## src/rtl/sm_arith_pkg.sv

```systemverilog
// Shared sign-magnitude arithmetic definitions: FSM state type, magnitude width helper
// and zero-sign normalisation.
package sm_arith_pkg;

  typedef enum logic [1:0] {
    IDLE = 2'd0,
    RUN  = 2'd1,
    ADJ  = 2'd2
  } sm_state_e;

  // Magnitude width of a WIDTH-bit sign-magnitude operand.
  function automatic int mag_w(input int width);
    return width - 1;
  endfunction

  // A zero magnitude always carries a positive sign.
  function automatic logic sm_norm_zero(input logic sign, input logic mag_is_zero);
    return sign & ~mag_is_zero;
  endfunction

endpackage

```

## src/rtl/sm_addsub.sv

```systemverilog
// Combinational sign-magnitude adder: same signs add, different signs subtract the
// smaller magnitude from the larger and keep the larger one's sign. Zero is +0.
module sm_addsub
  import sm_arith_pkg::*;
#(
  parameter int MAG_W = 14
) (
  input  logic             i_sign_a,
  input  logic [MAG_W-1:0] i_mag_a,
  input  logic             i_sign_b,
  input  logic [MAG_W-1:0] i_mag_b,
  output logic             o_sign,
  output logic [MAG_W-1:0] o_mag
);

  logic w_sign_raw;

  // Magnitude/sign selection for the three sign-magnitude add cases.
  always_comb begin
    w_sign_raw = 1'b0;
    o_mag      = '0;
    if (i_sign_a == i_sign_b) begin
      o_mag      = i_mag_a + i_mag_b;
      w_sign_raw = i_sign_a;
    end else if (i_mag_a >= i_mag_b) begin
      o_mag      = i_mag_a - i_mag_b;
      w_sign_raw = i_sign_a;
    end else begin
      o_mag      = i_mag_b - i_mag_a;
      w_sign_raw = i_sign_b;
    end
  end

  assign o_sign = sm_norm_zero(w_sign_raw, (o_mag == '0));

endmodule

```

## src/rtl/sm_multiplier_seq.sv

```systemverilog
// Sequential sign-magnitude shift-add multiplier, one magnitude bit per cycle.
// Optional addend stage (z = x*y + a) enabled by defining SM_MUL_ADDEND_EN.
module sm_multiplier_seq
  import sm_arith_pkg::*;
#(
  parameter int WIDTH = 8
) (
  input  logic               clk,
  input  logic               rst,
  input  logic               start,
  input  logic [WIDTH-1:0]   x,
  input  logic [WIDTH-1:0]   y,
`ifdef SM_MUL_ADDEND_EN
  input  logic [WIDTH-1:0]   a,
`endif
  output logic [2*WIDTH-1:0] z,
  output logic               busy,
  output logic               done
);

  localparam int MW = mag_w(WIDTH);
  localparam int PW = 2 * MW;
  localparam int CW = $clog2(WIDTH);

  sm_state_e       r_state;
  logic [CW-1:0]   r_cnt;
  logic [MW-1:0]   r_mcand;
  logic [MW-1:0]   r_acc;
  logic [MW-1:0]   r_mplier;
  logic            r_sign;
  logic [2*WIDTH-1:0] r_z;
  logic            r_busy;
  logic            r_done;

  logic [MW:0]     w_sum;
  logic [MW-1:0]   w_acc_nx;
  logic [MW-1:0]   w_mpl_nx;
  logic [PW-1:0]   w_prod;
  logic            w_last;

  // Conditional add into the upper half, then shift {carry, acc, mplier} right.
  assign w_sum    = {1'b0, r_acc} + {1'b0, r_mcand & {MW{r_mplier[0]}}};
  assign w_acc_nx = w_sum[MW:1];
  assign w_mpl_nx = {w_sum[0], r_mplier[MW-1:1]};
  assign w_prod   = {w_acc_nx, w_mpl_nx};
  assign w_last   = (r_cnt == CW'(WIDTH - 2));

`ifdef SM_MUL_ADDEND_EN
  logic            r_a_sign;
  logic [MW-1:0]   r_a_mag;
  logic            w_adj_sign;
  logic [PW-1:0]   w_adj_mag;

  sm_addsub #(.MAG_W(PW)) u_addsub (
    .i_sign_a (r_sign),
    .i_mag_a  ({r_acc, r_mplier}),
    .i_sign_b (r_a_sign),
    .i_mag_b  ({{MW{1'b0}}, r_a_mag}),
    .o_sign   (w_adj_sign),
    .o_mag    (w_adj_mag)
  );
`endif

  // Control FSM, shift-add datapath and registered outputs.
  always_ff @(posedge clk or posedge rst) begin
    if (rst) begin
      r_state  <= IDLE;
      r_cnt    <= '0;
      r_mcand  <= '0;
      r_acc    <= '0;
      r_mplier <= '0;
      r_sign   <= 1'b0;
      r_z      <= '0;
      r_busy   <= 1'b0;
      r_done   <= 1'b0;
`ifdef SM_MUL_ADDEND_EN
      r_a_sign <= 1'b0;
      r_a_mag  <= '0;
`endif
    end else begin
      r_done <= 1'b0;
      case (r_state)
        IDLE: begin
          if (start) begin
            r_mcand  <= x[MW-1:0];
            r_mplier <= y[MW-1:0];
            r_sign   <= x[WIDTH-1] ^ y[WIDTH-1];
            r_acc    <= '0;
            r_cnt    <= '0;
            r_busy   <= 1'b1;
            r_state  <= RUN;
`ifdef SM_MUL_ADDEND_EN
            r_a_sign <= a[WIDTH-1];
            r_a_mag  <= a[MW-1:0];
`endif
          end
        end
        RUN: begin
          r_acc    <= w_acc_nx;
          r_mplier <= w_mpl_nx;
          r_cnt    <= r_cnt + CW'(1);
          if (w_last) begin
`ifdef SM_MUL_ADDEND_EN
            r_state <= ADJ;
`else
            r_z     <= {sm_norm_zero(r_sign, (w_prod == '0)), 1'b0, w_prod};
            r_busy  <= 1'b0;
            r_done  <= 1'b1;
            r_state <= IDLE;
`endif
          end
        end
`ifdef SM_MUL_ADDEND_EN
        ADJ: begin
          r_z     <= {w_adj_sign, 1'b0, w_adj_mag};
          r_busy  <= 1'b0;
          r_done  <= 1'b1;
          r_state <= IDLE;
        end
`endif
        default: begin
          r_busy  <= 1'b0;
          r_state <= IDLE;
        end
      endcase
    end
  end

  assign z    = r_z;
  assign busy = r_busy;
  assign done = r_done;

endmodule
```

## config.mk

```make
export PLATFORM = sky130hd
export DESIGN_NAME = sm_multiplier_seq
export DESIGN_NICKNAME = d
export VERILOG_FILES = /design/src/rtl/sm_arith_pkg.sv /design/src/rtl/sm_addsub.sv /design/src/rtl/sm_multiplier_seq.sv
export SDC_FILE = /design/constraint.sdc
export NUM_CORES = 1
export LEC_CHECK = 0
export ABC_AREA = 1
export CAP_MARGIN = 20
export CORE_MARGIN = 8
export CORE_UTILIZATION = 40
export DETAILED_ROUTE_END_ITERATION = 7
export GPL_TIMING_DRIVEN = 0
export PLACE_DENSITY = 0.63
export RECOVER_POWER = 25
export SYNTH_ARGS = -nofsm -noshare
export SYNTH_HDL_FRONTEND = slang
export SYNTH_SLANG_ARGS = --single-unit
```

## constraint.sdc

```tcl
create_clock -name clk -period 2.17 [get_ports clk]
set_input_delay 0.3255 -clock clk [delete_from_list [all_inputs] [get_ports clk]]
set_output_delay 0.3255 -clock clk [all_outputs]
set_load 0.005 [all_outputs]
```

After elaboration in Yosys (flattened, before gate mapping) --
Cells that the tools add are included.
Storage, ports and cells: register bits 44, input bits 19
Operators by class: $add $sub $neg 2, eq/ne operators 4, multiplexer cells 14, bitwise operators 4, reductions and logical operators 7
Operators with widths (count):
- 7-bit case mux with 2 select lines | 2
- 14-bit zero test | 1
- 7-bit two-way mux | 2
- 7-bit by 7-bit adder with 8-bit output | 1
- 2-bit AND reduction | 4
- 7-bit bitwise AND | 1
- 3-bit case mux with 2 select lines | 1
- 1-bit two-way mux | 4
- 2-bit two-way mux | 2
- 2-bit != test (second input constant) | 2
- 2-bit case mux with 2 select lines | 1
- 3-bit by 1-bit adder with 3-bit output (second input constant) | 1
- 3-bit == test (second input constant) | 1
- 3-bit two-way mux | 1
- 2-bit by 1-bit == test with 1-bit output (second input constant) | 1
- 2-bit zero test | 1
- 1-bit case mux with 2 select lines | 1
- 2-bit nonzero test | 1
- 1-bit bitwise AND | 1
- 1-bit inverter | 1
- 1-bit bitwise XOR | 1

Logic depth before layout (Yosys ltp) --
word-level depth 5, depth in mapped cells 14, mapped depth without buffers 13

Worst setup path before layout --
Ideal clock, no wire load.
kind register to register, start register r_mplier[0], end register r_z[15], in the netlist z[15], arrival 1784 ps, path slack 269 ps, stages on the path, launching flop included 14, path buffers 1, cell sequence dfrtp_1 -> clkbuf_1 -> nand2_1 -> inv_1 -> ha_1 -> fa_1 -> nor2_1 -> nor2_1 -> nor2_1 -> nand2_1 -> nor2_1 -> nand4_1 -> nand2_1 -> nand2_1
On the way: cells in the longest elaborated chain, start to end 5
Ends and longest elaborated chain:
- from (decl) | RTL line sm_multiplier_seq.sv:29 | logic [MW-1:0] r_mplier;
- from (signal assigned) | RTL line sm_multiplier_seq.sv:86 | r_mplier <= y[MW-1:0];
- from (signal assigned) | RTL line sm_multiplier_seq.sv:100 | r_mplier <= w_mpl_nx;
- 7-bit bitwise AND | RTL line sm_multiplier_seq.sv:42 | assign w_sum = {1'b0, r_acc} + {1'b0, r_mcand & {MW{r_mplier[0]}}};
- 7-bit by 7-bit adder with 8-bit output | RTL line sm_multiplier_seq.sv:42
- 14-bit zero test | RTL line sm_multiplier_seq.sv:106 | r_z <= {sm_norm_zero(r_sign, (w_prod == '0)), 1'b0, w_prod};
- 1-bit inverter | RTL line sm_arith_pkg.sv:18 | return sign & ~mag_is_zero;
- 1-bit bitwise AND | RTL line sm_arith_pkg.sv:18
- to (signal assigned) | RTL line sm_multiplier_seq.sv:106
- to (decl) | RTL line sm_multiplier_seq.sv:31 | logic [2*WIDTH-1:0] r_z;
Every way passes these cells. A chain may end at the register's enable or synchronous reset.

Final worst setup path --
Ends and elaborated chain as after synthesis.

==> out/metrics.yaml <==
placed_design:
  gp_congestion: 0.826
  place_ws_ns: 0.0174
  port_buffers: 35
  post-dp-hpwl_um: 3470
synth:
  synth_top_area_share_pct: 49.8
  synth_cell_types: 24
  synth-edff-count: 0
  async_flop_share_pct: 100
  synth_area_leaders: "dfrtp_1 50%, nand2_1 17%, inv_1 6.4%"
  yosysWarnings: 0
  syn_area_um2: 2110
  seq_area_frac_synth_pct: 49.8
  synthCells: 262
  synth_nets: 291
  ys_ff_latch: 42
  synth_top_area_cell: "dfrtp_1"
  synth.avg_cell_area_um2: 8.06
  synth-main-ff-cell: "dfrtp_1"
global_routing:
  grt_pass1_wl_um: 7480
  antenna_found_initial: 0
  grt_overflow: 0
  first_global_vias: 1626
  gr-usage-all-layers_pct: 12.4
  grt_max_degree: 43
timing:
  drv_slew: 0
  finalSetupViolCount: 0
  hold_violations: 0
  fin_crit_sh_pct: 87.5
  finalSetupTns_ns: 0
  maxSlewHeadroom_pct: 42.8
  worst_pin_slew_ns: 0.857
  fin_ws_ns: 0.271
  fmaxAchievable_ghz: 0.527
  min_period_ns: 1.90
  rsz0062_at_grt: "no"
  finalClockSkew_ns: 0.00964
cts:
  numCtsBuffers: 5
  clock-sinks: 42
  cts_root_buf: "clkbuf_8"
  clk_path_buf_depth: 2
  clk_latency_ns: 0.30
  cts_max_level: 2
  clk_pin_slew_ns: 0.09
  cts_tree: "built"
die:
  core_um2: 5110
  die-area_um2: 7860
  chipHeight_um: 88.7
  row_count: 26
  die_w_um: 88.7
  start_util_pct: 41.4
  io-pin-count: 37
power:
  seq_power_share_pct: 39.4
  total_leakage_power_nw: 1.39
  comb_power_share_pct: 44.3
  swShare_pct: 39.3
  p_sw_w: 0.00128
  ir_worst_vdd_mv: 0.575
  clock_power_share_pct: 16.3
  powerDensity_nw_per_um2: 1230
  p_int_w: 0.00198
finish:
  drive_gt1_share_pct: 7.52
  nets: 334
  n_antenna_cell: 0
  area_growth_syn_to_layout_pct: 25.3
  mostFrequentLayoutCells: "97 x nand2_1, 41 x dfrtp_1, 36 x inv_1"
  fillers: 523
  multi_input_area_um2: 853
  regArea_um2: 1050
  final_common_cell: "nand2_1"
routing:
  vias_per_cell: 4.68
  vias: 1760
  wl_per_cell_um: 12.2
  routed_wl_um: 4570
  ant_nets: 0
  dr.pass1.iters: 4
  drt_iter0_drc: 94
  drc: 0
run:
  cap_violations: 0
worst_setup_path:
  rrSetupSlack_ns: 0.27
  worstSetupPathType: "reg -> reg"
  path_buf_inv: 1
  worstReg2RegEnd: "z[15]$_DFFE_PP0P_"
  cp-startpoint: "r_mplier[0]$_DFFE_PP0P_"
  start_kind: "flip-flop"
  critical_path_required_ns: 2.38
  cp_top_family: "simple AND/OR/NAND/NOR gates"
  crit_end: "z[15]$_DFFE_PP0P_"
  worst-path-stages: 12
  slowest_stage: "dfrtp_2"
  endpoint_kind: "flip-flop"
  slowest_delay_ns: 0.43
  r2r_cells: 12
  crit_arrival_ns: 2.11
  worstPathMaxFanout: 4
  worstReg2RegStart: "r_mplier[0]$_DFFE_PP0P_"
  crit_chain: "nand2_1, inv_1, ha_1, fa_2, nor2_1, nor2_1, nor2_1, nand2_1, nor2_1, nand4_1, nand2_1, nand2_1"
hold_path:
  min-delay-path-class: "reg -> reg"
run_status:
  outcome: "finished clean"
==> worst min-delay path by stage <==
stage | slack (ns) | endpoint | start | cells after the start
6_report | 0.48 | z[13]$_DFFE_PP0P_ | z[13]$_DFFE_PP0P_ | 2
5_1_grt | 0.52 | z[11]$_DFFE_PP0P_ | z[11]$_DFFE_PP0P_ | 2
4_1_cts | 0.49 | r_mcand[5]$_DFFE_PP0P_ | r_mcand[5]$_DFFE_PP0P_ | 2
3_5_place_dp | 0.47 | r_mcand[5]$_DFFE_PP0P_ | r_mcand[5]$_DFFE_PP0P_ | 2
3_3_place_gp | 0.46 | z[13]$_DFFE_PP0P_ | z[13]$_DFFE_PP0P_ | 2
2_1_floorplan | 0.44 | r_mcand[0]$_DFFE_PP0P_ | x[0] | 2
==> cell type report <==
type                       count  share of cell area, %
sequential                    42                   39.8
multi-input combinational    172                   32.2
timing repair buffer          37                   13.8
inverter                      38                   5.39
tap                           70                   3.31
clock buffer                   5                   2.60
buffer                         9                   1.94
clock inverter                 3                  0.946
==> Yosys cell counts (3+ instances only) <==
library cell,n
buf_2,4
nor2_1,14
nand3_1,10
ha_1,9
a21oi_1,4
o21ai_0,19
dfrtp_1,42
nand2_2,3
o221ai_1,5
nand4_1,3
inv_1,36
nand2_1,97
==> cells by family (layout without fill, tap and decap cells) <==
group | Yosys count | after routing | share of synthesized area, %
simple gates | 128 | 128 | 24.3
buf+inv | 48 | 92 | 9.95
flops | 42 | 42 | 49.8
compound gates | 32 | 32 | 9.06
fa+ha+maj | 10 | 10 | 6.28
other cells | 1 | 1 | 0.178
xor+xnor | 1 | 1 | 0.415
==> power by group through the flow <==
stage / Sequential, W / Clock, W / Combinational [W]
CTS: 0.00128 / 0.000553 / 0.00148
detailed placement: 0.00129 / 0 / 0.00147
global route: 0.00133 / 0.000580 / 0.00165
finish: 0.00129 / 0.000530 / 0.00145
floorplan: 0.00127 / 0 / 0.000942
global placement: 0.00128 / 0 / 0.00145
==> registers in the layout (all words and copies together), names as in the netlist <==
register  count
busy          1
done          1
r_acc         7
z            15
r_cnt         3
r_mcand       7
r_mplier      7
r_sign        1
==> metrics by stage <==
| stage | hold WS, ns | utilization, % | total power (W) | cells | area (um^2) |
|---|---|---|---|---|---|
| after global placement | 0.460 | 49.9 | 0.00273 | 367 | 2550 |
| after global routing | 0.516 | 51.8 | 0.00356 | 376 | 2650 |
| after CTS | 0.488 | 51.8 | 0.00331 | 375 | 2640 |
| after floorplan | 0.435 | - | 0.00221 | 262 | 2110 |
| after detailed placement | 0.465 | 49.9 | 0.00276 | 367 | 2550 |
| final | 0.483 | 51.8 | 0.00326 | 376 | 2650 |
==> what timing repair did <==
| action | in CTS | in global routing |
|---|---|---|
| hold buffers | 0 | 0 |
| resized for setup | 0 | 2 |
| setup endpoints to repair | 0 | 1 |
| setup buffers | 0 | 2 |
| endpoints found under the hold margin | 0 | 0 |
==> layer usage <==
metal	vias up	track usage [%]	wire, um
met5	-	0	0
met4	0	5.53	85
met3	6	2.97	178
met2	32	19.0	2020
met1	825	15.9	2280
li1	897	-	-
==> worst min-delay path: stages, from the launching register on <==
cell and delay [ns]:
dfrtp_1 0.35, nand2_1 0.05, nand2_1 0.05
Power figures use the tool's default switching activity.
